==> src/rtl/countdown_timer_if.sv <==
// Key/preset inputs and display/status outputs of the countdown timer.
// The master side drives keys and presets; the slave side is the timer.
interface countdown_timer_if;
   logic       iSTARTn;
   logic       iLOADn;
   logic [2:0] iSEL;
   logic [4:0] iDATA;
   logic [3:0] oCNT_100MS;
   logic [3:0] oCNT_1S;
   logic [2:0] oCNT_10S;
   logic [3:0] oCNT_1MIN;
   logic [2:0] oCNT_10MIN;
   logic [4:0] oCNT_1H;
   logic       oTICK;
   logic       oRUN;
   logic       oDONE;

   modport master (
      output iSTARTn, iLOADn, iSEL, iDATA,
      input  oCNT_100MS, oCNT_1S, oCNT_10S,
      input  oCNT_1MIN, oCNT_10MIN, oCNT_1H,
      input  oTICK, oRUN, oDONE
   );

   modport slave (
      input  iSTARTn, iLOADn, iSEL, iDATA,
      output oCNT_100MS, oCNT_1S, oCNT_10S,
      output oCNT_1MIN, oCNT_10MIN, oCNT_1H,
      output oTICK, oRUN, oDONE
   );
endinterface

==> src/rtl/countdown_timer.sv <==
// H:MM:SS.t countdown timer: switch presets, 100 ms decrement,
// latched alarm when the count reaches zero.
module countdown_timer #(
   parameter int DIV = 5000000,
   parameter int PW  = 23
) (
   input  logic             iCLK,
   input  logic             iRSTn,
   countdown_timer_if.slave bus
);

   typedef enum logic [1:0] {
      S_IDLE,
      S_RUN,
      S_PAUSE,
      S_DONE
   } state_t;

   state_t r_state;
   state_t w_state_nxt;

   // [0] first sync flop, [1] second, [2] previous synced level
   logic [2:0] r_start_sync;
   logic [2:0] r_load_sync;
   logic       r_start_ev;
   logic       r_load_ev;

   logic [PW-1:0] r_pre;

   logic [3:0] r_tenths;
   logic [3:0] r_sec1;
   logic [2:0] r_sec10;
   logic [3:0] r_min1;
   logic [2:0] r_min10;
   logic [4:0] r_hour;

   logic       w_b0, w_b1, w_b2, w_b3, w_b4;
   logic       w_zero;
   logic       w_dec_zero;
   logic [3:0] w_tenths_dec;
   logic [3:0] w_sec1_dec;
   logic [2:0] w_sec10_dec;
   logic [3:0] w_min1_dec;
   logic [2:0] w_min10_dec;
   logic [4:0] w_hour_dec;

   logic [3:0] w_dig_sat;
   logic [2:0] w_ten_sat;
   logic [4:0] w_hour_sat;
   logic       w_sel_ok;

   logic       w_start;
   logic       w_load;
   logic       w_cnt_en;
   logic       w_tick;
   logic       w_run;
   logic       w_done;

   always_ff @(posedge iCLK or negedge iRSTn) begin
      if (!iRSTn) begin
         r_start_sync <= 3'b111;
         r_load_sync  <= 3'b111;
         r_start_ev   <= 1'b0;
         r_load_ev    <= 1'b0;
      end else begin
         r_start_sync <= {r_start_sync[1:0], bus.iSTARTn};
         r_load_sync  <= {r_load_sync[1:0], bus.iLOADn};
         r_start_ev   <= r_start_sync[2] & ~r_start_sync[1];
         r_load_ev    <= r_load_sync[2] & ~r_load_sync[1];
      end
   end

   assign w_zero = ~|{r_tenths, r_sec1, r_sec10,
                      r_min1, r_min10, r_hour};

   assign w_b0 = (r_tenths == 4'd0);
   assign w_b1 = w_b0 && (r_sec1 == 4'd0);
   assign w_b2 = w_b1 && (r_sec10 == 3'd0);
   assign w_b3 = w_b2 && (r_min1 == 4'd0);
   assign w_b4 = w_b3 && (r_min10 == 3'd0);

   always_comb begin
      w_tenths_dec = r_tenths;
      w_sec1_dec   = r_sec1;
      w_sec10_dec  = r_sec10;
      w_min1_dec   = r_min1;
      w_min10_dec  = r_min10;
      w_hour_dec   = r_hour;
      // a zero count holds, so hours can never wrap
      if (!w_zero) begin
         w_tenths_dec = w_b0 ? 4'd9 : r_tenths - 4'd1;
         if (w_b0)
            w_sec1_dec = (r_sec1 == 4'd0) ? 4'd9 : r_sec1 - 4'd1;
         if (w_b1)
            w_sec10_dec = (r_sec10 == 3'd0) ? 3'd5 : r_sec10 - 3'd1;
         if (w_b2)
            w_min1_dec = (r_min1 == 4'd0) ? 4'd9 : r_min1 - 4'd1;
         if (w_b3)
            w_min10_dec = (r_min10 == 3'd0) ? 3'd5 : r_min10 - 3'd1;
         if (w_b4)
            w_hour_dec = r_hour - 5'd1;
      end
   end

   assign w_dec_zero = ~|{w_tenths_dec, w_sec1_dec, w_sec10_dec,
                          w_min1_dec, w_min10_dec, w_hour_dec};

   assign w_dig_sat  = (bus.iDATA[3:0] > 4'd9) ? 4'd9 : bus.iDATA[3:0];
   assign w_ten_sat  = (bus.iDATA[3:0] > 4'd5) ? 3'd5 : bus.iDATA[2:0];
   assign w_hour_sat = (bus.iDATA > 5'd23) ? 5'd23 : bus.iDATA;
   assign w_sel_ok   = (bus.iSEL <= 3'd5);

   assign w_start  = r_start_ev;
   assign w_load   = r_load_ev & ~r_start_ev & w_sel_ok
                     & (r_state != S_RUN);
   // a start event in RUN freezes the prescaler for the pause
   assign w_cnt_en = (r_state == S_RUN) & ~w_start;
   assign w_tick   = w_cnt_en & (r_pre == PW'(DIV - 1));

   always_ff @(posedge iCLK or negedge iRSTn) begin
      if (!iRSTn)
         r_state <= S_IDLE;
      else
         r_state <= w_state_nxt;
   end

   always_comb begin
      w_state_nxt = r_state;
      unique case (r_state)
         S_IDLE: begin
            if (w_start && !w_zero)
               w_state_nxt = S_RUN;
         end
         S_RUN: begin
            if (w_start)
               w_state_nxt = S_PAUSE;
            else if (w_tick && w_dec_zero)
               w_state_nxt = S_DONE;
         end
         S_PAUSE: begin
            if (w_start)
               w_state_nxt = S_RUN;
         end
         S_DONE: begin
            if (w_start || w_load)
               w_state_nxt = S_IDLE;
         end
         default: w_state_nxt = S_IDLE;
      endcase
   end

   always_comb begin
      w_run  = 1'b0;
      w_done = 1'b0;
      unique case (r_state)
         S_RUN:   w_run  = 1'b1;
         S_DONE:  w_done = 1'b1;
         default: ;
      endcase
   end

   always_ff @(posedge iCLK or negedge iRSTn) begin
      if (!iRSTn)
         r_pre <= '0;
      else if (r_state == S_IDLE || w_load || w_tick)
         r_pre <= '0;
      else if (w_cnt_en)
         r_pre <= r_pre + PW'(1);
   end

   always_ff @(posedge iCLK or negedge iRSTn) begin
      if (!iRSTn) begin
         r_tenths <= 4'd0;
         r_sec1   <= 4'd0;
         r_sec10  <= 3'd0;
         r_min1   <= 4'd0;
         r_min10  <= 3'd0;
         r_hour   <= 5'd0;
      end else if (w_tick) begin
         r_tenths <= w_tenths_dec;
         r_sec1   <= w_sec1_dec;
         r_sec10  <= w_sec10_dec;
         r_min1   <= w_min1_dec;
         r_min10  <= w_min10_dec;
         r_hour   <= w_hour_dec;
      end else if (w_load) begin
         unique case (bus.iSEL)
            3'd0:    r_tenths <= w_dig_sat;
            3'd1:    r_sec1   <= w_dig_sat;
            3'd2:    r_sec10  <= w_ten_sat;
            3'd3:    r_min1   <= w_dig_sat;
            3'd4:    r_min10  <= w_ten_sat;
            3'd5:    r_hour   <= w_hour_sat;
            default: ;
         endcase
      end
   end

   assign bus.oCNT_100MS = r_tenths;
   assign bus.oCNT_1S    = r_sec1;
   assign bus.oCNT_10S   = r_sec10;
   assign bus.oCNT_1MIN  = r_min1;
   assign bus.oCNT_10MIN = r_min10;
   assign bus.oCNT_1H    = r_hour;
   assign bus.oTICK      = w_tick;
   assign bus.oRUN       = w_run;
   assign bus.oDONE      = w_done;

endmodule

==> src/flat_wrapper.sv <==
// flat-port wrapper written by rule: the top's interface ports become plain ports
module countdown_timer_flat 
#(
   parameter int DIV = 5000000,
   parameter int PW  = 23
)
  (iCLK, iRSTn, bus_iSTARTn, bus_iLOADn, bus_iSEL, bus_iDATA, bus_oCNT_100MS, bus_oCNT_1S, bus_oCNT_10S, bus_oCNT_1MIN, bus_oCNT_10MIN, bus_oCNT_1H, bus_oTICK, bus_oRUN, bus_oDONE);
  countdown_timer_if bus_i ();
  input  logic iCLK;
  input  logic iRSTn;
  input wire logic [$bits(bus_i.iSTARTn)-1:0] bus_iSTARTn;
  input wire logic [$bits(bus_i.iLOADn)-1:0] bus_iLOADn;
  input wire logic [$bits(bus_i.iSEL)-1:0] bus_iSEL;
  input wire logic [$bits(bus_i.iDATA)-1:0] bus_iDATA;
  output wire logic [$bits(bus_i.oCNT_100MS)-1:0] bus_oCNT_100MS;
  output wire logic [$bits(bus_i.oCNT_1S)-1:0] bus_oCNT_1S;
  output wire logic [$bits(bus_i.oCNT_10S)-1:0] bus_oCNT_10S;
  output wire logic [$bits(bus_i.oCNT_1MIN)-1:0] bus_oCNT_1MIN;
  output wire logic [$bits(bus_i.oCNT_10MIN)-1:0] bus_oCNT_10MIN;
  output wire logic [$bits(bus_i.oCNT_1H)-1:0] bus_oCNT_1H;
  output wire logic [$bits(bus_i.oTICK)-1:0] bus_oTICK;
  output wire logic [$bits(bus_i.oRUN)-1:0] bus_oRUN;
  output wire logic [$bits(bus_i.oDONE)-1:0] bus_oDONE;
  assign bus_i.iSTARTn = bus_iSTARTn;
  assign bus_i.iLOADn = bus_iLOADn;
  assign bus_i.iSEL = bus_iSEL;
  assign bus_i.iDATA = bus_iDATA;
  assign bus_oCNT_100MS = bus_i.oCNT_100MS;
  assign bus_oCNT_1S = bus_i.oCNT_1S;
  assign bus_oCNT_10S = bus_i.oCNT_10S;
  assign bus_oCNT_1MIN = bus_i.oCNT_1MIN;
  assign bus_oCNT_10MIN = bus_i.oCNT_10MIN;
  assign bus_oCNT_1H = bus_i.oCNT_1H;
  assign bus_oTICK = bus_i.oTICK;
  assign bus_oRUN = bus_i.oRUN;
  assign bus_oDONE = bus_i.oDONE;
  countdown_timer #(.DIV(DIV), .PW(PW)) u_core (.iCLK(iCLK), .iRSTn(iRSTn), .bus(bus_i));
endmodule
==> config.mk <==
export PLATFORM = sky130hd
export DESIGN_NAME = countdown_timer_flat
export DESIGN_NICKNAME = d
export VERILOG_FILES = /design/src/rtl/countdown_timer_if.sv /design/src/rtl/countdown_timer.sv /design/src/flat_wrapper.sv
export SDC_FILE = /design/constraint.sdc
export NUM_CORES = 1
export LEC_CHECK = 0
export ABC_AREA = 1
export BUFFER_PORTS_ARGS = -buffer_cell sky130_fd_sc_hd__buf_4
export CORE_ASPECT_RATIO = 1.1
export CORE_MARGIN = 5
export CORE_UTILIZATION = 25
export DETAILED_ROUTE_END_ITERATION = 16
export PLACE_DENSITY_LB_ADDON = 0.3
export SYNTH_ARGS = -nofsm -noshare
export SYNTH_HDL_FRONTEND = slang
export SYNTH_SLANG_ARGS = --single-unit
==> constraint.sdc <==
create_clock -name iCLK -period 2.4 [get_ports iCLK]
set_input_delay 0.12 -clock iCLK [delete_from_list [all_inputs] [get_ports iCLK]]
set_output_delay 0.12 -clock iCLK [all_outputs]
set_load 0.02 [all_outputs]
Word-level counts from Yosys, hierarchy flattened
Index checks and enable logic that the tools add are counted.
{ "op_classes": {"add_sub_neg": 7, "n_mux": 47, "n_reduce_logical": 34, "n_bitwise": 10, "n_eq_ne": 14, "magnitude_cmp": 4} }
{ "op_table": {"columns": ["operator", "count"], "rows": [
  ["$mux 4", 18],
  ["$mux 23", 2],
  ["$reduce_or 23->1", 2],
  ["$mux 3", 13],
  ["$mux 5", 6],
  ["$add 23x1->23 const B", 1],
  ["$eq 23x23->1 const B", 1],
  ["$reduce_bool 2->1", 8],
  ["$logic_not 4->1", 3],
  ["$reduce_and 2->1", 6],
  ["$sub 4x1->4 const B", 3],
  ["$mux 2", 5],
  ["$logic_not 3->1", 3],
  ["$ne 2x1->1 const B", 4],
  ["$pmux 2 s4", 1],
  ["$and 1x1->1", 7],
  ["$eq 3x2->1 const B", 2],
  ["$eq 3x3->1 const B", 2],
  ["$logic_and 1x1->1", 6],
  ["$sub 3x1->3 const B", 2],
  ["$gt 5x5->1 const B", 1],
  ["$sub 5x1->5 const B", 1],
  ["$eq 2x2->1 const B", 2],
  ["$gt 4x3->1 const B", 1],
  ["11 further kinds", 16]
]} }
{ "totals": {"output_inout_bits": 26, "word_cells": 128, "reg_bits": 56} }

Longest topological paths before layout
Gate-level depths: netlist (run 1).
{ "depth": {"ltp_word": 13, "ltp_mapped": 16} }

Least setup slack after synthesis (run 1)
OpenSTA, ideal clock, no wires.
{ "synth_timing": {"kind": "register to register", "from": "register u_core.r_sec10[1], in the netlist u_core.bus.oCNT_10S[1]", "to": "register u_core.r_state[1]", "setup_slack_ps": 543, "stages_incl_launch_ff": 12, "n_path_buf": 0, "period_less_slack_ps": 1857, "t_arrival_ps": 1739, "required_ps": 2282, "path_cell_list": "dfrtp_1 nor2_1 ha_1 nand4_1 o21ai_0 nand2_1 nand3_1 nor2_1 nand3_1 nand2_1 nand2_1 nand2_1"} }
{ "synth_between": {"elab_chain_len": 11, "word_cells_on_any_way": 24, "classes_between": "add/sub: 1; eq/ne: 2; mux: 11; reduce/logical: 10"} }
{ "synth_rtl": {"columns": ["element", "line", "source"], "rows": [
  ["start: declaration", "countdown_timer.sv:32", "logic [2:0] r_sec10;"],
  ["start signal: assignment", "countdown_timer.sv:182", "r_sec10 <= w_sec10_dec;"],
  ["start signal: assignment", "countdown_timer.sv:190", "3'd2: r_sec10 <= w_ten_sat;"],
  ["branches (longest 10 deep; another with $sub 3x1->3)", null, null],
  ["$reduce_and 4->1 (no line) (*)", null, null],
  ["end signal: assignment", "countdown_timer.sv:124", "r_state <= w_state_nxt;"],
  ["end: declaration", "countdown_timer.sv:19", "state_t r_state;"]
]} }
Every way passes the cells marked *.
A chain may end at the register's enable or synchronous reset.

Worst setup path in the final report (run 1)
{ "layout_timing": {"from": "register u_core.r_sec1[3], in the netlist u_core.bus.oCNT_1S[3]", "to": "register u_core.r_state[1]"} }
{ "layout_between": {"elab_chain_len": 12, "word_cells_on_any_way": 26, "classes_between": "add/sub: 1; eq/ne: 2; mux: 12; reduce/logical: 11"} }
{ "layout_rtl": {"columns": ["element", "line", "source"], "rows": [
  ["start: declaration", "countdown_timer.sv:31", "logic [3:0] r_sec1;"],
  ["start signal: assignment", "countdown_timer.sv:181", "r_sec1 <= w_sec1_dec;"],
  ["start signal: assignment", "countdown_timer.sv:189", "3'd1: r_sec1 <= w_dig_sat;"],
  ["branches (longest 11 deep; another with $sub 4x1->4)", null, null],
  ["$reduce_and 4->1 (no line) (*)", null, null]
]} }
Marked as above.

==> flow_results.xml, run 1 <==
<?xml version="1.0" encoding="UTF-8"?>
<metrics>
  <group name="logic_synthesis">
    <metric name="synth_largest_area_cell" unit="">sky130_fd_sc_hd__dfrtp_1</metric>
    <metric name="synth_enable_flop_cells" unit="">0</metric>
    <metric name="post_synthesis_cell_type_count" unit="">37</metric>
    <metric name="ys.flop_type" unit="">sky130_fd_sc_hd__dfrtp_1</metric>
    <metric name="ys_top_cells_by_area" unit="">sky130_fd_sc_hd__dfrtp_1 34%, sky130_fd_sc_hd__nand2_1 11%, sky130_fd_sc_hd__nor2_1 8.6%, sky130_fd_sc_hd__inv_1 6.7%, sky130_fd_sc_hd__nand3_1 5.0%</metric>
    <metric name="fraction_of_post_synthesis_cell_area_in_the_top_cell_type_by_area" unit="">0.336</metric>
    <metric name="post_synth_instance_area" unit="sq um">3720</metric>
    <metric name="yosysWarnings" unit="">0</metric>
    <metric name="asyncSetResetFlopFracSynth" unit="">1.00</metric>
    <metric name="ys_ff_latch" unit="">56</metric>
    <metric name="synthCells" unit="">525</metric>
    <metric name="syn_avg_cell_area" unit="sq um">7.09</metric>
    <metric name="syn_nets" unit="">542</metric>
    <metric name="synth.yosys.seq_area_share" unit="">0.378</metric>
  </group>
  <group name="cts">
    <metric name="cts_root_buffer" unit="">sky130_fd_sc_hd__clkbuf_16</metric>
    <metric name="htreeDepth" unit="">2</metric>
    <metric name="cts_made_buffers" unit="">5</metric>
    <metric name="ctsLongestPathBuffers" unit="">2</metric>
    <metric name="cts_tree" unit="">built</metric>
    <metric name="clk-insertion-delay-late" unit="ps">310</metric>
    <metric name="cts.clk_slew.worst_paths" unit="ps">70</metric>
    <metric name="cts_sinks" unit="">56</metric>
  </group>
  <group name="floorplan">
    <metric name="fp.dieArea" unit="sq um">17400</metric>
    <metric name="initial_utilization" unit="">0.257</metric>
    <metric name="chipHeight" unit="um">138</metric>
    <metric name="placementRows" unit="">46</metric>
    <metric name="num_io_pins" unit="">38</metric>
    <metric name="area_of_the_core" unit="sq um">14500</metric>
    <metric name="fp.dieW" unit="um">126</metric>
  </group>
  <group name="timing">
    <metric name="slew-limit-headroom" unit="">0.505</metric>
    <metric name="min_period" unit="ps">2190</metric>
    <metric name="fin_ws" unit="ps">206</metric>
    <metric name="rsz0062_at_grt" unit="">false</metric>
    <metric name="worst_clock_skew" unit="ps">10.7</metric>
    <metric name="hold_viol" unit="">0</metric>
    <metric name="timing.final.crit_share" unit="">0.914</metric>
    <metric name="finalSetupTns" unit="ps">0</metric>
    <metric name="worst-slew-pin-transition" unit="ps">742</metric>
    <metric name="maximum_clock_rate" unit="GHz">0.456</metric>
    <metric name="drv_slew" unit="">0</metric>
    <metric name="final_setup_vio_count" unit="">0</metric>
  </group>
  <group name="worst_setup_path">
    <metric name="cp_slowest_cell" unit="">sky130_fd_sc_hd__dfrtp_1</metric>
    <metric name="critical_path_buf_inv_count" unit="">0</metric>
    <metric name="timing.critical_path.from_type" unit="">flop</metric>
    <metric name="crit_family" unit="">simple AND/OR/NAND/NOR gates</metric>
    <metric name="crit_path_cell_trace" unit="">nor2_2 -&gt; nand2_2 -&gt; nor2_8 -&gt; nand3_1 -&gt; nor2_1 -&gt; nand2_1 -&gt; a21oi_1 -&gt; nor2_1 -&gt; nand3_1 -&gt; nand2_1 -&gt; nand2_1 -&gt; nand2_1</metric>
    <metric name="worst-endpoint-required" unit="ps">2600</metric>
    <metric name="timing.critical_path.arrival" unit="ps">2400</metric>
    <metric name="critical_path_peak_fanout" unit="">10</metric>
    <metric name="end_kind" unit="">flop</metric>
    <metric name="path_common_cell" unit="">sky130_fd_sc_hd__nand2_1</metric>
    <metric name="worstSetupPathType" unit="">flop to flop</metric>
    <metric name="critical-path-max-stage-delay" unit="ps">490</metric>
  </group>
  <group name="route">
    <metric name="route.vias.total" unit="">3752</metric>
    <metric name="route.detailed.wl_per_inst" unit="um">14.8</metric>
    <metric name="dr_pass1_iterations" unit="">6</metric>
    <metric name="post_drt_via_cell_ratio" unit="">4.88</metric>
    <metric name="detailedRoute.firstIterationViolations" unit="">284</metric>
    <metric name="routed_wl" unit="mm">11.4</metric>
    <metric name="drc" unit="">0</metric>
    <metric name="detail-route-antenna-nets" unit="">0</metric>
  </group>
  <group name="place">
    <metric name="place_congestion" unit="">0.927</metric>
    <metric name="post-place-ws" unit="ps">49.8</metric>
    <metric name="detailed_place.area" unit="sq um">4290</metric>
    <metric name="placement.io_buffers" unit="">37</metric>
    <metric name="place.detailed.hpwl" unit="mm">8.79</metric>
  </group>
  <group name="global_routing">
    <metric name="global_route_wire_length_before_repair" unit="mm">18.7</metric>
    <metric name="grt_start_max_net_pins" unit="">57</metric>
    <metric name="grtUsageTotal" unit="">0.131</metric>
    <metric name="grt_util_met1" unit="">0.167</metric>
    <metric name="grt_use_met3" unit="">0.0300</metric>
    <metric name="first_global_vias" unit="">3633</metric>
    <metric name="antenna_found_initial" unit="">0</metric>
    <metric name="grt-busiest-layer" unit="">met2</metric>
    <metric name="met2_track_utilization_from_global_routing" unit="">0.223</metric>
    <metric name="leftover_overflow_at_the_end_of_global_routing" unit="">0</metric>
  </group>
  <group name="finish">
    <metric name="fillerInstances" unit="">1602</metric>
    <metric name="final_nets" unit="">593</metric>
    <metric name="postLayoutCoreUtil" unit="">0.309</metric>
    <metric name="antenna-diode-count" unit="">0</metric>
    <metric name="drive_gt1_frac" unit="">0.163</metric>
    <metric name="final_design_area_no_fill" unit="sq um">4480</metric>
    <metric name="area_growth_from_synthesis_to_layout" unit="%">20.2</metric>
  </group>
  <group name="power">
    <metric name="power.density" unit="nW/um^2">924</metric>
    <metric name="vdd_ir_drop_max" unit="mV">0.267</metric>
    <metric name="leakagePower" unit="uW">0.00206</metric>
  </group>
  <group name="status">
    <metric name="outcome" unit="">completed</metric>
  </group>
  <group name="flow_run">
    <metric name="max-cap-violations" unit="">0</metric>
  </group>
  <group name="worst_hold_path">
    <metric name="hold_path.class" unit="">input pin to flop</metric>
  </group>
</metrics>
-- sequential cells by signal, indices dropped and copies added, names as in the netlist --
signal and flops:
u_core.r_pre 23, u_core.bus.oCNT_1S 4, u_core.bus.oCNT_1MIN 4, u_core.r_start_sync 3, u_core.bus.oCNT_10S 3, u_core.bus.oCNT_10MIN 3
u_core.r_state 2, u_core.r_load_ev 1, u_core.bus.oCNT_100MS 4, u_core.bus.oCNT_1H 5, u_core.r_load_sync 3, u_core.r_start_ev 1
-- routing by layer --
layer / share of wire / wire, um
met5: 0 / 0
met4: 0.013 / 148
met3: 0.052 / 598
met2: 0.50 / 5650
met1: 0.44 / 5000
-- report_power, final --
part	total [uW]	internal (uW)	switching [uW]
Combinational	1890	686	1200
Sequential	1480	1150	324
Clock	771	418	353
Total	4140	2260	1880
-- worst register-to-register path: stages, from the launching register on --
cell and delay [ps]:
sky130_fd_sc_hd__dfrtp_1 490, sky130_fd_sc_hd__nor2_2 270, sky130_fd_sc_hd__nand2_2 150, sky130_fd_sc_hd__nor2_8 190
sky130_fd_sc_hd__nand3_1 150, sky130_fd_sc_hd__nor2_1 170, sky130_fd_sc_hd__nand2_1 70, sky130_fd_sc_hd__a21oi_1 260
sky130_fd_sc_hd__nor2_1 90, sky130_fd_sc_hd__nand3_1 110, sky130_fd_sc_hd__nand2_1 60, sky130_fd_sc_hd__nand2_1 50
sky130_fd_sc_hd__nand2_1 40
-- cell usage after synthesis (all sizes together), types with 2 or more instances --
cell    number
nand2      118
nor2        95
inv         74
dfrtp       50
o21ai       39
nand3       37
nor3        15
a21oi       14
nand4       14
xor2        12
o221ai       9
dfstp        6
nor4         6
a211oi       5
buf          5
ha           5
a31oi        4
o211ai       4
xnor2        3
a22oi        2
clkbuf       2
o31ai        2
-- final timing paths --
kind	from	end	slack, ps	depth (start not counted)
worst min register to register	u_core.r_load_sync[0]$_DFF_PN1_	u_core.r_load_sync[1]$_DFF_PN1_	360	0
worst max-delay path	u_core.bus.oCNT_1S[3]$_DFFE_PN0P_	u_core.r_state[1]$_DFFE_PN0P_	210	12
worst max register to register	u_core.bus.oCNT_1S[3]$_DFFE_PN0P_	u_core.r_state[1]$_DFFE_PN0P_	210	12
min in group asynchronous	iRSTn	u_core.bus.oCNT_1MIN[0]$_DFFE_PN0P_	420	2
max in group asynchronous	iRSTn	u_core.r_pre[14]$_DFFE_PN0P_	1490	2
worst min-delay path	bus_iDATA[1]	u_core.bus.oCNT_1H[1]$_DFFE_PN0P_	100	3
-- logic make-up (layout without fill, tap and decap cells) --
group                      count (synthesis)  after routing  synth area share
AOI/OAI and AO/OA                         81             81             0.130
xor gates and xnor gates                  15             15            0.0353
adders and majority gates                  5              5            0.0168
buffers and inverters                     81            133            0.0836
DFF                                       56             56             0.378
and+or+nand+nor                          287            287             0.356
-- cell usage in the layout, fill, tap and decap left out, types with 2 or more instances in the layout --
master / instances
sky130_fd_sc_hd__buf_4: 48
sky130_fd_sc_hd__nand2_4: 4
sky130_fd_sc_hd__nand4_1: 14
sky130_fd_sc_hd__xnor2_1: 3
sky130_fd_sc_hd__a21oi_1: 14
sky130_fd_sc_hd__inv_1: 66
sky130_fd_sc_hd__o31ai_1: 2
sky130_fd_sc_hd__nand3_1: 37
sky130_fd_sc_hd__o211ai_1: 4
sky130_fd_sc_hd__nor3_1: 13
sky130_fd_sc_hd__o21ai_1: 7
sky130_fd_sc_hd__clkbuf_16: 5
sky130_fd_sc_hd__ha_1: 4
sky130_fd_sc_hd__dlygate4sd3_1: 3
sky130_fd_sc_hd__nor4_1: 5
sky130_fd_sc_hd__o221ai_1: 9
sky130_fd_sc_hd__nor2_1: 83
sky130_fd_sc_hd__dfstp_2: 6
sky130_fd_sc_hd__o21ai_0: 32
sky130_fd_sc_hd__nand2_1: 108
sky130_fd_sc_hd__nor2_4: 4
sky130_fd_sc_hd__inv_2: 7
sky130_fd_sc_hd__nor3_2: 2
sky130_fd_sc_hd__dfrtp_1: 50
sky130_fd_sc_hd__clkbuf_1: 2
sky130_fd_sc_hd__nor2_2: 7
sky130_fd_sc_hd__a31oi_1: 4
sky130_fd_sc_hd__a211oi_1: 5
sky130_fd_sc_hd__a22oi_1: 2
sky130_fd_sc_hd__nand2_2: 6
sky130_fd_sc_hd__xor2_1: 12
-- timing repair --
item | 4_1_cts | 5_1_grt
setup endpoints to repair | 0 | 2
gates resized for setup | 0 | 3
setup buffers | 0 | 0
endpoints found under the hold margin | 52 | 0
hold buffers | 3 | 0
-- final cells by class --
| class | instances | area [sq um] | area share |
|---|---|---|---|
| Inverter | 74 | 280 | 0.0626 |
| Tap cell | 192 | 240 | 0.0536 |
| Multi-Input combinational cell | 388 | 2010 | 0.449 |
| Sequential cell | 56 | 1410 | 0.315 |
| Timing Repair Buffer | 51 | 390 | 0.0872 |
| Clock buffer | 8 | 146 | 0.0327 |
-- through the flow --
step	power, uW	hold WS, ps	std cells
after CTS	4180	86.2	769
after global placement	3370	230	758
final	4140	96.3	769
after global routing	4440	99.8	769
after floorplan	2600	-176	525
after detailed placement	3390	230	758
Note: power is estimated with default switching activity, not from simulation.
==> run 2, diff against run 1 <==
ABC_AREA = default   (was 1)
clock period = 2.5 ns   (was 2.4 ns; I/O delays follow)
==> flow_results.xml, run 2 <==
<?xml version="1.0" encoding="UTF-8"?>
<metrics>
  <group name="logic_synthesis">
    <metric name="post_synth_instance_area" unit="sq um">3340</metric>
    <metric name="synthCells" unit="">381</metric>
    <metric name="ys_ff_latch" unit="">56</metric>
    <metric name="asyncSetResetFlopFracSynth" unit="">1.00</metric>
    <metric name="ys.flop_type" unit="">sky130_fd_sc_hd__dfrtp_1</metric>
    <metric name="synth.cells.most_frequent" unit="">54 x sky130_fd_sc_hd__nor2_1, 50 x sky130_fd_sc_hd__dfrtp_1, 32 x sky130_fd_sc_hd__nand2_1</metric>
    <metric name="synth_enable_flop_cells" unit="">0</metric>
    <metric name="post_synthesis_cell_type_count" unit="">60</metric>
    <metric name="synth.most_common_cell" unit="">sky130_fd_sc_hd__nor2_1</metric>
    <metric name="syn_nets" unit="">398</metric>
    <metric name="synth.yosys.seq_area_share" unit="">0.422</metric>
    <metric name="fraction_of_post_synthesis_cell_area_in_the_top_cell_type_by_area" unit="">0.375</metric>
    <metric name="ys_top_cells_by_area" unit="">sky130_fd_sc_hd__dfrtp_1 38%, sky130_fd_sc_hd__nor2_1 6.1%, sky130_fd_sc_hd__dfstp_2 4.7%, sky130_fd_sc_hd__nand2_1 3.6%, sky130_fd_sc_hd__xor2_1 3.4%</metric>
    <metric name="yosysWarnings" unit="">0</metric>
    <metric name="syn_avg_cell_area" unit="sq um">8.76</metric>
    <metric name="synth_largest_area_cell" unit="">sky130_fd_sc_hd__dfrtp_1</metric>
  </group>
  <group name="place">
    <metric name="place_congestion" unit="">0.829</metric>
    <metric name="placement.io_buffers" unit="">37</metric>
    <metric name="post-place-ws" unit="ps">72.7</metric>
    <metric name="placedCellCount" unit="">585</metric>
    <metric name="place.detailed.hpwl" unit="mm">7.21</metric>
  </group>
  <group name="route">
    <metric name="dr_pass1_iterations" unit="">4</metric>
    <metric name="route.vias.total" unit="">3103</metric>
    <metric name="route.detailed.wl_per_inst" unit="um">16.0</metric>
    <metric name="detail-route-antenna-nets" unit="">0</metric>
    <metric name="post_drt_via_cell_ratio" unit="">5.21</metric>
    <metric name="drc" unit="">0</metric>
    <metric name="routed_wl" unit="mm">9.54</metric>
    <metric name="detailedRoute.firstIterationViolations" unit="">141</metric>
  </group>
  <group name="finish">
    <metric name="area_taken_by_flip_flops_and_latches" unit="sq um">1410</metric>
    <metric name="final_common_cell" unit="">sky130_fd_sc_hd__buf_4</metric>
    <metric name="postLayoutCoreUtil" unit="">0.313</metric>
    <metric name="area_growth_from_synthesis_to_layout" unit="%">23.4</metric>
    <metric name="multi_input_comb_area" unit="sq um">1820</metric>
    <metric name="fillerInstances" unit="">1372</metric>
    <metric name="count_of_placed_standard_cells_in_the_final_layout_fillers_left_out" unit="">596</metric>
    <metric name="final_cell_mix" unit="">58 x sky130_fd_sc_hd__buf_4, 54 x sky130_fd_sc_hd__nor2_1, 50 x sky130_fd_sc_hd__dfrtp_1</metric>
    <metric name="largest-register" unit="">u_core.r_pre</metric>
    <metric name="antenna-diode-count" unit="">0</metric>
    <metric name="drive_gt1_frac" unit="">0.195</metric>
    <metric name="number_of_flip_flops_under_the_largest_register_name" unit="">23</metric>
    <metric name="final_nets" unit="">451</metric>
  </group>
  <group name="worst_setup_path">
    <metric name="r2r-end" unit="">u_core.r_state[1]$_DFFE_PN0P_</metric>
    <metric name="worst-r2r-cell-count" unit="">6</metric>
    <metric name="crit_path_cell_trace" unit="">or4_1 -&gt; or2_1 -&gt; or4_4 -&gt; o211ai_2 -&gt; o31ai_1 -&gt; and3_1</metric>
    <metric name="worst_r2r_startpoint" unit="">u_core.bus.oCNT_1S[2]$_DFFE_PN0P_</metric>
    <metric name="cp_slowest_cell" unit="">sky130_fd_sc_hd__or4_1</metric>
    <metric name="worst-endpoint-required" unit="ps">2690</metric>
    <metric name="end_kind" unit="">flop</metric>
    <metric name="timing.critical_path.arrival" unit="ps">2510</metric>
    <metric name="critical-path-max-stage-delay" unit="ps">580</metric>
    <metric name="timing.critical_path.from_type" unit="">flop</metric>
    <metric name="critical_path_peak_fanout" unit="">7</metric>
    <metric name="crit_family" unit="">simple AND/OR/NAND/NOR gates</metric>
    <metric name="worstSetupPathType" unit="">flop to flop</metric>
    <metric name="critical_path_buf_inv_count" unit="">0</metric>
    <metric name="slack_of_the_worst_reg_to_reg_path" unit="ps">180</metric>
  </group>
  <group name="global_routing">
    <metric name="grtUsageTotal" unit="">0.122</metric>
    <metric name="grt_use_met3" unit="">0.0310</metric>
    <metric name="global_route_wire_length_before_repair" unit="mm">15.9</metric>
    <metric name="grt_start_max_net_pins" unit="">57</metric>
    <metric name="antenna_found_initial" unit="">0</metric>
    <metric name="leftover_overflow_at_the_end_of_global_routing" unit="">0</metric>
    <metric name="first_global_vias" unit="">3208</metric>
    <metric name="grt-busiest-layer" unit="">met2</metric>
    <metric name="grt_util_met1" unit="">0.151</metric>
    <metric name="met2_track_utilization_from_global_routing" unit="">0.213</metric>
  </group>
  <group name="timing">
    <metric name="timing.final.crit_share" unit="">0.927</metric>
    <metric name="slew-limit-headroom" unit="">0.522</metric>
    <metric name="worst-slew-pin-transition" unit="ps">717</metric>
    <metric name="finalSetupTns" unit="ps">0</metric>
    <metric name="min_period" unit="ps">2320</metric>
    <metric name="worst_clock_skew" unit="ps">6.89</metric>
    <metric name="final_setup_vio_count" unit="">0</metric>
    <metric name="fin_ws" unit="ps">181</metric>
    <metric name="hold_viol" unit="">0</metric>
    <metric name="drv_slew" unit="">0</metric>
    <metric name="maximum_clock_rate" unit="GHz">0.431</metric>
    <metric name="rsz0062_at_grt" unit="">false</metric>
  </group>
  <group name="cts">
    <metric name="cts_root_buffer" unit="">sky130_fd_sc_hd__clkbuf_16</metric>
    <metric name="cts_sinks" unit="">56</metric>
    <metric name="cts_setup_buffers" unit="">0</metric>
    <metric name="htreeDepth" unit="">2</metric>
    <metric name="cts_tree" unit="">built</metric>
    <metric name="clk-insertion-delay-late" unit="ps">300</metric>
    <metric name="ctsLongestPathBuffers" unit="">2</metric>
    <metric name="cts.clk_slew.worst_paths" unit="ps">80</metric>
    <metric name="cts_made_buffers" unit="">5</metric>
  </group>
  <group name="floorplan">
    <metric name="fp.dieArea" unit="sq um">15800</metric>
    <metric name="chipHeight" unit="um">131</metric>
    <metric name="placementRows" unit="">44</metric>
    <metric name="num_io_pins" unit="">38</metric>
    <metric name="initial_utilization" unit="">0.254</metric>
    <metric name="area_of_the_core" unit="sq um">13200</metric>
    <metric name="fp.dieW" unit="um">120</metric>
  </group>
  <group name="flow_run">
    <metric name="max-cap-violations" unit="">0</metric>
  </group>
  <group name="worst_hold_path">
    <metric name="worstHoldStart" unit="">bus_iDATA[0]</metric>
    <metric name="min_path_cells" unit="">3</metric>
    <metric name="hold_path.class" unit="">input pin to flop</metric>
    <metric name="hold-path-endpoint" unit="">u_core.bus.oCNT_1H[0]$_DFFE_PN0P_</metric>
  </group>
  <group name="power">
    <metric name="leakagePower" unit="uW">0.00168</metric>
    <metric name="power.density" unit="nW/um^2">696</metric>
    <metric name="vdd_ir_drop_max" unit="mV">0.270</metric>
    <metric name="design_power_total" unit="uW">2860</metric>
  </group>
  <group name="status">
    <metric name="outcome" unit="">completed</metric>
  </group>
</metrics>
-- run 2: cell count changes in the layout (fill, tap and decap cells not counted), sizes merged, moves of 6 or more --
cell    before  now
nand2      118   32
inv         74   15
nor2        95   55
o21ai       39   18
nand3       37   20
buf         48   59
and3         0    8
o221ai       9    1
nor4b        0    6
xnor2        3    9
-- run 2: stage by stage --
| step | hold WS, ps | area [sq um] |
|---|---|---|
| floorplan | -171 | 3340 |
| global placement | 234 | 3930 |
| detailed placement | 234 | 3930 |
| CTS | 144 | 4110 |
| global route | 156 | 4120 |
| finish | 146 | 4120 |
-- run 2: power by group --
part	switching [uW]	leakage, uW	internal, uW
combinational	518	0.000915	398
clock	351	0.0000708	380
sequential	181	0.000695	1040
-- run 2: cells by family (layout without fill, tap and decap cells) --
kind of cell	after synthesis	after routing	share of synthesized area
simple gates	195	195	0.315
compound gates	72	72	0.144
flops	56	56	0.422
buf+inv	29	83	0.0360
xor+xnor	22	22	0.0578
fa+ha+maj	5	5	0.0188
mux	2	2	0.00600
-- run 2: what timing repair did --
action | in CTS | in global routing
hold buffers | 3 | 0
hold endpoints to repair | 52 | 0
endpoints found under the setup margin | 0 | 4
resized for setup | 0 | 2
-- run 2: how the worst max path moves through the flow --
| stage | startpoint | endpoint | slack [ps] | depth (start not counted) |
|---|---|---|---|---|
| 3_5_place_dp | u_core.bus.oCNT_100MS[1]$_DFFE_PN0P_ | u_core.bus.oCNT_1MIN[3]$_DFFE_PN0P_ | 70 | 6 |
| 3_3_place_gp | u_core.bus.oCNT_100MS[1]$_DFFE_PN0P_ | u_core.bus.oCNT_1MIN[3]$_DFFE_PN0P_ | 20 | 6 |
| 5_1_grt | u_core.r_pre[0]$_DFFE_PN0P_ | u_core.bus.oCNT_1MIN[3]$_DFFE_PN0P_ | 30 | 7 |
| 6_report | u_core.bus.oCNT_1S[2]$_DFFE_PN0P_ | u_core.r_state[1]$_DFFE_PN0P_ | 180 | 6 |
| 4_1_cts | u_core.bus.oCNT_100MS[1]$_DFFE_PN0P_ | u_core.bus.oCNT_1MIN[3]$_DFFE_PN0P_ | 50 | 6 |
| 2_1_floorplan | u_core.bus.oCNT_100MS[0]$_DFFE_PN0P_ | u_core.r_state[1]$_DFFE_PN0P_ | 140 | 8 |
-- run 2: area by class of cell --
class | count | area share
Multi-Input combinational cell | 296 | 0.442
Sequential cell | 56 | 0.342
Timing Repair Buffer | 62 | 0.118
Tap cell | 161 | 0.0490
Clock buffer | 5 | 0.0304
Inverter | 13 | 0.0119
Clock inverter | 3 | 0.00608
-- run 2: worst register-to-register path: cells and delay by family, from the launching register on --
| kind | cells | cell delay (ps) |
|---|---|---|
| simple gates | 4 | 1580 |
| flops | 1 | 440 |
| compound gates | 2 | 190 |
-- run 2: layer usage --
layer / wire [um] / share of wire
met2: 4830 / 0.51
met1: 4110 / 0.43
met5: 0 / 0
met4: 99 / 0.010
met3: 506 / 0.053
==> run 3, diff against run 2 <==
ABC_AREA = 1   (was default)
CORE_MARGIN = default   (was 5)
PLACE_DENSITY_LB_ADDON = default   (was 0.3)
==> flow_results.xml, run 3 (synthesis gave the netlist of run 1 again) <==
<?xml version="1.0" encoding="UTF-8"?>
<metrics>
  <group name="status">
    <metric name="outcome" unit="">completed</metric>
  </group>
  <group name="power">
    <metric name="leakagePower" unit="uW">0.00205</metric>
    <metric name="power.density" unit="nW/um^2">881</metric>
    <metric name="vdd_ir_drop_max" unit="mV">0.245</metric>
  </group>
  <group name="timing">
    <metric name="worst_clock_skew" unit="ps">13.1</metric>
    <metric name="finalSetupTns" unit="ps">0</metric>
    <metric name="hold_viol" unit="">0</metric>
    <metric name="timing.final.crit_share" unit="">0.853</metric>
    <metric name="maximum_clock_rate" unit="GHz">0.469</metric>
    <metric name="rsz0062_at_grt" unit="">false</metric>
    <metric name="slew-limit-headroom" unit="">0.511</metric>
    <metric name="drv_slew" unit="">0</metric>
    <metric name="fin_ws" unit="ps">366</metric>
    <metric name="min_period" unit="ps">2130</metric>
    <metric name="final_setup_vio_count" unit="">0</metric>
    <metric name="worst-slew-pin-transition" unit="ps">734</metric>
  </group>
  <group name="worst_setup_path">
    <metric name="end_kind" unit="">flop</metric>
    <metric name="timing.critical_path.arrival" unit="ps">2360</metric>
    <metric name="worstSetupPathType" unit="">flop to flop</metric>
    <metric name="timing.critical_path.from_type" unit="">flop</metric>
    <metric name="worst_r2r_startpoint" unit="">u_core.bus.oCNT_1S[0]$_DFFE_PN0P_</metric>
    <metric name="critical_path_peak_fanout" unit="">6</metric>
    <metric name="worst-endpoint-required" unit="ps">2730</metric>
    <metric name="startpoint" unit="">u_core.bus.oCNT_1S[0]$_DFFE_PN0P_</metric>
  </group>
  <group name="finish">
    <metric name="final_cell_mix" unit="">108 x sky130_fd_sc_hd__nand2_1, 85 x sky130_fd_sc_hd__nor2_1, 66 x sky130_fd_sc_hd__inv_1</metric>
    <metric name="drive_gt1_frac" unit="">0.155</metric>
    <metric name="fillerInstances" unit="">1599</metric>
    <metric name="area_growth_from_synthesis_to_layout" unit="%">19.3</metric>
    <metric name="antenna-diode-count" unit="">0</metric>
    <metric name="area_taken_by_flip_flops_and_latches" unit="sq um">1410</metric>
    <metric name="postLayoutCoreUtil" unit="">0.306</metric>
    <metric name="final_common_cell" unit="">sky130_fd_sc_hd__nand2_1</metric>
    <metric name="multi_input_comb_area" unit="sq um">2000</metric>
    <metric name="final_nets" unit="">589</metric>
    <metric name="largest-register" unit="">u_core.r_pre</metric>
    <metric name="number_of_flip_flops_under_the_largest_register_name" unit="">23</metric>
  </group>
  <group name="floorplan">
    <metric name="initial_utilization" unit="">0.257</metric>
    <metric name="area_of_the_core" unit="sq um">14500</metric>
    <metric name="chipHeight" unit="um">130</metric>
    <metric name="num_io_pins" unit="">38</metric>
    <metric name="fp.dieArea" unit="sq um">15400</metric>
    <metric name="placementRows" unit="">46</metric>
    <metric name="fp.dieW" unit="um">118</metric>
  </group>
  <group name="global_routing">
    <metric name="met2_track_utilization_from_global_routing" unit="">0.256</metric>
    <metric name="grt_start_max_net_pins" unit="">57</metric>
    <metric name="grtUsageTotal" unit="">0.142</metric>
    <metric name="first_global_vias" unit="">3562</metric>
    <metric name="grt-busiest-layer" unit="">met2</metric>
    <metric name="antenna_found_initial" unit="">0</metric>
    <metric name="grt_util_met1" unit="">0.174</metric>
    <metric name="grt_use_met3" unit="">0.0214</metric>
    <metric name="leftover_overflow_at_the_end_of_global_routing" unit="">0</metric>
    <metric name="global_route_wire_length_before_repair" unit="mm">17.5</metric>
  </group>
  <group name="place">
    <metric name="place_congestion" unit="">0.893</metric>
    <metric name="placement.io_buffers" unit="">37</metric>
    <metric name="place.detailed.hpwl" unit="mm">8.02</metric>
    <metric name="post-place-ws" unit="ps">393</metric>
  </group>
  <group name="cts">
    <metric name="ctsLongestPathBuffers" unit="">2</metric>
    <metric name="htreeDepth" unit="">2</metric>
    <metric name="cts_made_buffers" unit="">5</metric>
    <metric name="cts_setup_buffers" unit="">0</metric>
    <metric name="clk-insertion-delay-late" unit="ps">300</metric>
    <metric name="cts_root_buffer" unit="">sky130_fd_sc_hd__clkbuf_16</metric>
    <metric name="cts_sinks" unit="">56</metric>
    <metric name="cts.clk_slew.worst_paths" unit="ps">80</metric>
    <metric name="cts_tree" unit="">built</metric>
  </group>
  <group name="worst_hold_path">
    <metric name="worstHoldStart" unit="">bus_iDATA[1]</metric>
    <metric name="hold_path.class" unit="">input pin to flop</metric>
  </group>
  <group name="flow_run">
    <metric name="max-cap-violations" unit="">0</metric>
  </group>
  <group name="route">
    <metric name="dr_pass1_iterations" unit="">5</metric>
    <metric name="post_drt_via_cell_ratio" unit="">4.74</metric>
    <metric name="drc" unit="">0</metric>
    <metric name="routed_wl" unit="mm">10.5</metric>
    <metric name="detail-route-antenna-nets" unit="">0</metric>
    <metric name="route.detailed.wl_per_inst" unit="um">13.8</metric>
    <metric name="route.vias.total" unit="">3625</metric>
    <metric name="detailedRoute.firstIterationViolations" unit="">248</metric>
  </group>
</metrics>
==> run 3: changes by cell type in the layout (fill, tap and decap cells not counted), sizes merged, moves of 5 or more <==
| cell | before | now |
|---|---|---|
| nand3 | 20 | 37 |
| nor3b | 5 | 0 |
| inv | 15 | 74 |
| o21a | 6 | 1 |
| nor2 | 55 | 95 |
| xnor2 | 9 | 3 |
| or4 | 5 | 0 |
| nor4b | 6 | 0 |
| o221ai | 1 | 9 |
| nand2 | 32 | 118 |
| buf | 59 | 44 |
| o21ai | 18 | 39 |
| and3 | 8 | 0 |
==> run 3: layer usage <==
metal,vias up,part of all wire,routed length (um)
met1,1691,0.45,4750
met3,18,0.037,391
li1,1829,-,-
met4,0,0.017,184
met5,-,0,0
met2,87,0.49,5190
==> run 3: critical path: stages (launching register included) <==
cell and delay, ps:
sky130_fd_sc_hd__dfrtp_1 440, sky130_fd_sc_hd__nor2_1 280, sky130_fd_sc_hd__inv_1 110, sky130_fd_sc_hd__nor2_2 180
sky130_fd_sc_hd__nand3_1 230, sky130_fd_sc_hd__nand3_1 170, sky130_fd_sc_hd__nand2_1 60, sky130_fd_sc_hd__nand2_1 110
sky130_fd_sc_hd__nand3_1 90, sky130_fd_sc_hd__nor2_1 130, sky130_fd_sc_hd__nand3_1 110, sky130_fd_sc_hd__nand2_1 70
sky130_fd_sc_hd__nand2_1 40, sky130_fd_sc_hd__nand2_1 50
==> run 3: final timing paths <==
| check | end | slack [ps] | cells past startpoint |
|---|---|---|---|
| setup reg to reg | u_core.r_state[1]$_DFFE_PN0P_ | 370 | 13 |
| hold reg to reg | u_core.r_load_sync[1]$_DFF_PN1_ | 360 | 0 |
| min in group asynchronous | u_core.r_pre[18]$_DFFE_PN0P_ | 420 | 2 |
| hold / removal | u_core.bus.oCNT_1H[1]$_DFFE_PN0P_ | 120 | 3 |
| max in group asynchronous | u_core.r_load_ev$_DFF_PN0_ | 1580 | 2 |
| setup / recovery | u_core.r_state[1]$_DFFE_PN0P_ | 370 | 13 |
==> run 3: final cells by class <==
| class | instances | area share |
|---|---|---|
| Clock inverter | 2 | 0.00225 |
| Tap cell | 192 | 0.0541 |
| Clock buffer | 6 | 0.0313 |
| Sequential cell | 56 | 0.317 |
| Inverter | 74 | 0.0631 |
| Timing Repair Buffer | 47 | 0.0811 |
| Multi-Input combinational cell | 388 | 0.451 |
==> run 3: metrics by stage <==
| stage | area [sq um] | power [uW] | std cells | hold WS, ps |
|---|---|---|---|---|
| 3_5_place_dp | 4260 | 3200 | 754 | 235 |
| 3_3_place_gp | 4260 | 3200 | 754 | 234 |
| 4_1_cts | 4440 | 3950 | 765 | 120 |
| 5_1_grt | 4440 | 4210 | 765 | 132 |
| 6_report | 4440 | 3910 | 765 | 121 |
| 2_1_floorplan | 3720 | 2500 | 525 | -171 |
==> run 3: what timing repair did <==
action                    CTS  global route
hold endpoints to repair   52             0
resized for setup           0             0
hold buffers                3             0
==> run 3: where the power goes <==
part / switching (uW) / leakage, uW / internal [uW]
sequential: 290 / 0.000686 / 1110
clock: 340 / 0.0000766 / 397
combinational: 1120 / 0.00129 / 654
